<file path="src/rtl/dmux4way_pkg.sv">
// ============================================================================
// dmux4way_pkg : shared constants and helpers for the 1-to-4 stream demux
// Revision     : 1.0
// ============================================================================
`default_nettype none

package dmux4way_pkg;

   localparam int NUM_CH  = 4;
   localparam int SEL_W   = 2;
   localparam int COUNT_W = 8;

   localparam logic [SEL_W-1:0] CH0 = 2'd0;
   localparam logic [SEL_W-1:0] CH1 = 2'd1;
   localparam logic [SEL_W-1:0] CH2 = 2'd2;
   localparam logic [SEL_W-1:0] CH3 = 2'd3;

   typedef logic [SEL_W-1:0] ch_sel_t;

   function automatic logic [NUM_CH-1:0] sel_onehot(input ch_sel_t sel);
      logic [NUM_CH-1:0] oh;
      oh = '0;
      oh[sel] = 1'b1;
      return oh;
   endfunction

endpackage : dmux4way_pkg

`default_nettype wire

</file>
<file path="src/rtl/dmux4way_slot.sv">
// ============================================================================
// dmux4way_slot : one-entry holding register for a single demux channel;
//                 pop counter present only with DMUX4WAY_STATS_EN
// Revision      : 1.0
// ============================================================================
`default_nettype none

module dmux4way_slot
   import dmux4way_pkg::*;
#(
   parameter int WIDTH = 16
) (
   input  logic             clk,
   input  logic             rst_n,
   input  logic             push,
   input  logic [WIDTH-1:0] push_data,
   input  logic             pop_ready,
   output logic             full,
   output logic [WIDTH-1:0] data
`ifdef DMUX4WAY_STATS_EN
   ,
   output logic [COUNT_W-1:0] count
`endif
);

   logic pop;

   assign pop = full && pop_ready;

   // A push wins over a pop so that a simultaneous push+pop refills the slot.
   always_ff @(posedge clk or negedge rst_n) begin
      if (!rst_n) begin
         full <= 1'b0;
         data <= '0;
      end else if (push) begin
         full <= 1'b1;
         data <= push_data;
      end else if (pop) begin
         full <= 1'b0;
      end
   end

`ifdef DMUX4WAY_STATS_EN
   always_ff @(posedge clk or negedge rst_n) begin
      if (!rst_n) begin
         count <= '0;
      end else if (pop) begin
         count <= count + COUNT_W'(1);
      end
   end
`endif

endmodule : dmux4way_slot

`default_nettype wire

</file>
<file path="src/rtl/dmux4way_stream.sv">
// ============================================================================
// dmux4way_stream : registered 1-to-4 stream demultiplexer (select decode,
//                   acceptance mux, port packing); stats via DMUX4WAY_STATS_EN
// Revision        : 1.0
// ============================================================================
`default_nettype none

module dmux4way_stream
   import dmux4way_pkg::*;
#(
   parameter int WIDTH = 16
) (
   input  logic                    clk,
   input  logic                    rst_n,
   input  logic                    in_valid,
   output logic                    in_ready,
   input  logic [WIDTH-1:0]        in_data,
   input  logic [SEL_W-1:0]        in_sel,
   output logic [NUM_CH-1:0]       out_valid,
   input  logic [NUM_CH-1:0]       out_ready,
   output logic [NUM_CH*WIDTH-1:0] out_data
`ifdef DMUX4WAY_STATS_EN
   ,
   output logic [NUM_CH*COUNT_W-1:0] out_count
`endif
);

   logic [NUM_CH-1:0] full;
   logic [NUM_CH-1:0] push;
   logic [NUM_CH-1:0] sel_oh;

   // Acceptance depends only on the addressed slot, never on in_valid.
   assign in_ready  = !full[in_sel] || out_ready[in_sel];
   assign sel_oh    = sel_onehot(in_sel);
   assign push      = (in_valid && in_ready) ? sel_oh : '0;
   assign out_valid = full;

   for (genvar k = 0; k < NUM_CH; k++) begin : g_ch
      dmux4way_slot #(
         .WIDTH     (WIDTH)
      ) u_slot (
         .clk       (clk),
         .rst_n     (rst_n),
         .push      (push[k]),
         .push_data (in_data),
         .pop_ready (out_ready[k]),
         .full      (full[k]),
         .data      (out_data[k*WIDTH +: WIDTH])
`ifdef DMUX4WAY_STATS_EN
         ,
         .count     (out_count[k*COUNT_W +: COUNT_W])
`endif
      );
   end

endmodule : dmux4way_stream

`default_nettype wire

</file>
<file path="config.mk">
export PLATFORM = sky130hd
export DESIGN_NAME = dmux4way_stream
export DESIGN_NICKNAME = d
export VERILOG_FILES = /design/src/rtl/dmux4way_pkg.sv /design/src/rtl/dmux4way_slot.sv /design/src/rtl/dmux4way_stream.sv
export SDC_FILE = /design/constraint.sdc
export NUM_CORES = 1
export LEC_CHECK = 0
export BUFFER_PORTS_ARGS = -buffer_cell sky130_fd_sc_hd__buf_2
export CAP_MARGIN = 10
export CORE_AREA = 4 4 73 101
export CTS_CLUSTER_SIZE = 20
export DETAILED_ROUTE_END_ITERATION = 16
export DIE_AREA = 0 0 77 105
export PLACE_DENSITY = 0.68
export SYNTH_ARGS = -nofsm -noshare
export SYNTH_HDL_FRONTEND = slang
export SYNTH_HIERARCHICAL = 1
export SYNTH_SLANG_ARGS = --single-unit
export TNS_END_PERCENT = 10
</file>
<file path="constraint.sdc">
create_clock -name clk -period 1.7 [get_ports clk]
set_input_delay 0.085 -clock clk [delete_from_list [all_inputs] [get_ports clk]]
set_output_delay 0.085 -clock clk [all_outputs]
set_load 0.01 [all_outputs]
</file>
==> results.py <==
metrics = {
    "sta": {
        "finClkSkew_ns": 0.00676,
        "fin_tns_setup_ns": 0,
        "rsz0062_at_grt": "false",
        "slew_headroom": 0.761,
        "holdWs_ns": 0.0172,
        "hold_viol": 0,
        "fin_crit_ns": 1.52,
        "setup_ws_ns": 0.185,
        "worstMarginPinSlew_ns": 0.358,
        "clock.fmax_mhz": 660,
        "period_share": 0.891,
        "final-max-slew-violation-count": 0,
        "setup_viol": 0,
    },
    "cells_and_area": {
        "fin_nets": 287,
        "syn_to_final_growth_pct": 26.3,
        "layoutNonFillerInstCount": 341,
        "final_common_cell": "buf_2",
        "layout_common_cells": "buf_2, dfrtp_1, mux2_4",
        "drive_gt1_frac": 0.708,
        "antennaDiodeCount": 0,
    },
    "critical_path": {
        "timing.rr.end": "g_ch[0].u_slot/data[3]",
        "worst_r2r_path_depth": 4,
        "cp-start-kind": "register",
        "required_ns": 1.62,
        "worstPathMaxFanout": 3,
        "worstPathArrival_ns": 1.43,
        "end_kind": "output port",
        "r2r_slack_ns": 0.28,
        "crit_type": "reg -> out",
        "timing.rr.start": "g_ch[0].u_slot/full",
    },
    "logic_synthesis": {
        "yosys-top-cells-area": "dfrtp_1, mux2_4, mux2_2",
        "ys_seq_elements": 68,
        "synth_area_per_cell_sq_um": 18.1,
        "ys_types": 13,
        "synth_top_area_cell": "dfrtp_1",
        "seq_area_frac_synth": 0.600,
        "yosys_warnings": 6,
        "synth_top_cell_area_share": 0.600,
        "syn_inst": 157,
        "netlist_area_sq_um": 2830,
        "syn_nets": 182,
    },
    "clock_tree": {
        "clock-root-buffer": "clkbuf_8",
        "cts_buffer_depth": 2,
        "ctsHtreeMaxLevel": 3,
        "path_clk_slew_ns": 0.07,
        "cts_tree": "yes",
        "cts_inserted_buffers": 9,
        "clock-sinks": 68,
        "clk-insertion-delay-late_ns": 0.34,
    },
    "global_routing": {
        "grtUsageTotal": 0.148,
        "antenna_found_initial": 0,
        "grt_first_pass_wirelength_microns": 9340,
        "grt_pass1_vias": 1820,
        "grt_max_degree": 69,
        "grt_overflow": 0,
    },
    "drt": {
        "ant_nets": 0,
        "wl_per_cell_microns": 16.8,
        "drtPass1Iterations": 4,
        "met3_length_microns": 460,
        "drc": 0,
        "vias": 1667,
        "vias_per_cell": 4.89,
        "dr.first_iter.drc_count": 68,
        "wl_met2_microns": 2710,
        "dr.max_layer_used": "met4",
        "routed_wl_microns": 5730,
        "wl_met1_microns": 2520,
    },
    "placed_design": {
        "dpl.hpwl_microns": 4080,
        "placed_cells": 324,
        "place_ws_ns": 0.285,
        "portBuffers": 93,
        "gp_congestion": 0.745,
    },
    "hold_path": {
        "worstHoldStart": "in_data[1]",
        "hold_depth": 2,
        "worstHoldEndpoint": "g_ch[3].u_slot/data[1]",
        "min_path_type": "in -> reg",
    },
    "power_and_ir_drop": {
        "p_int_w": 0.00328,
        "clock_power_share": 0.291,
        "power_density_nw_per_um2": 1270,
        "p_leak_nw": 1.80,
        "comb_power_share": 0.242,
        "finalPower_w": 0.00455,
        "p_seq_frac": 0.467,
        "p_sw_frac": 0.278,
        "netSwitchingPower_w": 0.00127,
        "peakVddDrop_v": 0.000707,
    },
    "job": {
        "drv_cap": 0,
    },
    "floorplanning": {
        "dieArea_sq_um": 8090,
        "die_w_microns": 77,
        "core_area_sq_um": 6530,
        "initial_core_util": 0.434,
        "ios": 94,
        "die_y_microns": 105,
        "rows": 35,
    },
    "status": {
        "status": "finished, final reports clean",
    },
}
flip-flops by register name, indices dropped and copies added, names as in the netlist:
signal / count
g_ch.u_slot/data: 64
g_ch.u_slot/full: 4
cell usage after synthesis, drive strengths merged:
master	count
dfrtp	68
mux2	64
buf	8
a21o	4
inv	4
nand2b	4
and4b	2
and4	1
mux4	1
nor4bb	1
layer usage:
layer	track usage	vias to the layer above
met5	0	-
met4	0.0573	0
met3	0.0621	4
met2	0.229	74
met1	0.182	828
li1	-	761
worst max-delay path, stage by stage (launching register included):
cell      delay (ns)
dfrtp_1         0.41
nand2b_4        0.06
mux4_2          0.47
buf_2           0.16
per-stage QoR:
step / area [sq um] / utilization
2_1_floorplan: 2830 / -
3_3_place_gp: 3370 / 0.516
4_1_cts: 3580 / 0.548
5_1_grt: 3580 / 0.548
3_5_place_dp: 3370 / 0.516
6_report: 3580 / 0.548
final cells by class:
| type | count | area (sq um) |
|---|---|---|
| Inverter | 4 | 15.0 |
| Timing Repair Buffer | 102 | 561 |
| Tap cell | 74 | 92.6 |
| Multi-Input combinational cell | 77 | 1010 |
| Clock buffer | 10 | 138 |
| Sequential cell | 68 | 1700 |
| Clock inverter | 6 | 63.8 |
| Fill cell | 548 | 2950 |
cells by family (layout without fill, tap and decap cells):
family,Yosys count,count (layout),share of synthesized area
AOI/OAI and AO/OA,4,4,0.0124
DFF,68,68,0.600
and+or+nand+nor,8,8,0.0278
muxes,65,65,0.310
buffers and inverters,12,122,0.0494
power groups by stage:
stage / sequential [W] / combinational, W / clock (W)
after floorplan: 0.00230 / 0.000466 / 0
after global placement: 0.00215 / 0.00110 / 0
after detailed placement: 0.00215 / 0.00112 / 0
after CTS: 0.00213 / 0.00112 / 0.00136
after global routing: 0.00217 / 0.00118 / 0.00144
final: 0.00212 / 0.00110 / 0.00132
worst max path at each step:
stage                   startpoint                 endpoint  cells after the start
2_1_floorplan  g_ch[0].u_slot/full  g_ch[0].u_slot/data[10]                      5
3_3_place_gp   g_ch[0].u_slot/full   g_ch[0].u_slot/data[0]                      4
3_5_place_dp   g_ch[0].u_slot/full   g_ch[0].u_slot/data[0]                      4
4_1_cts        g_ch[2].u_slot/full                 in_ready                      3
5_1_grt        g_ch[2].u_slot/full                 in_ready                      3
6_report       g_ch[3].u_slot/full                 in_ready                      3
repair_timing:
item / in CTS / in global routing
resized for setup: 0 / 0
buffers inserted: 0 / 0
endpoints found under the hold margin: 68 / 0
hold buffers: 1 / 0
(Power assumes the default switching activity.)
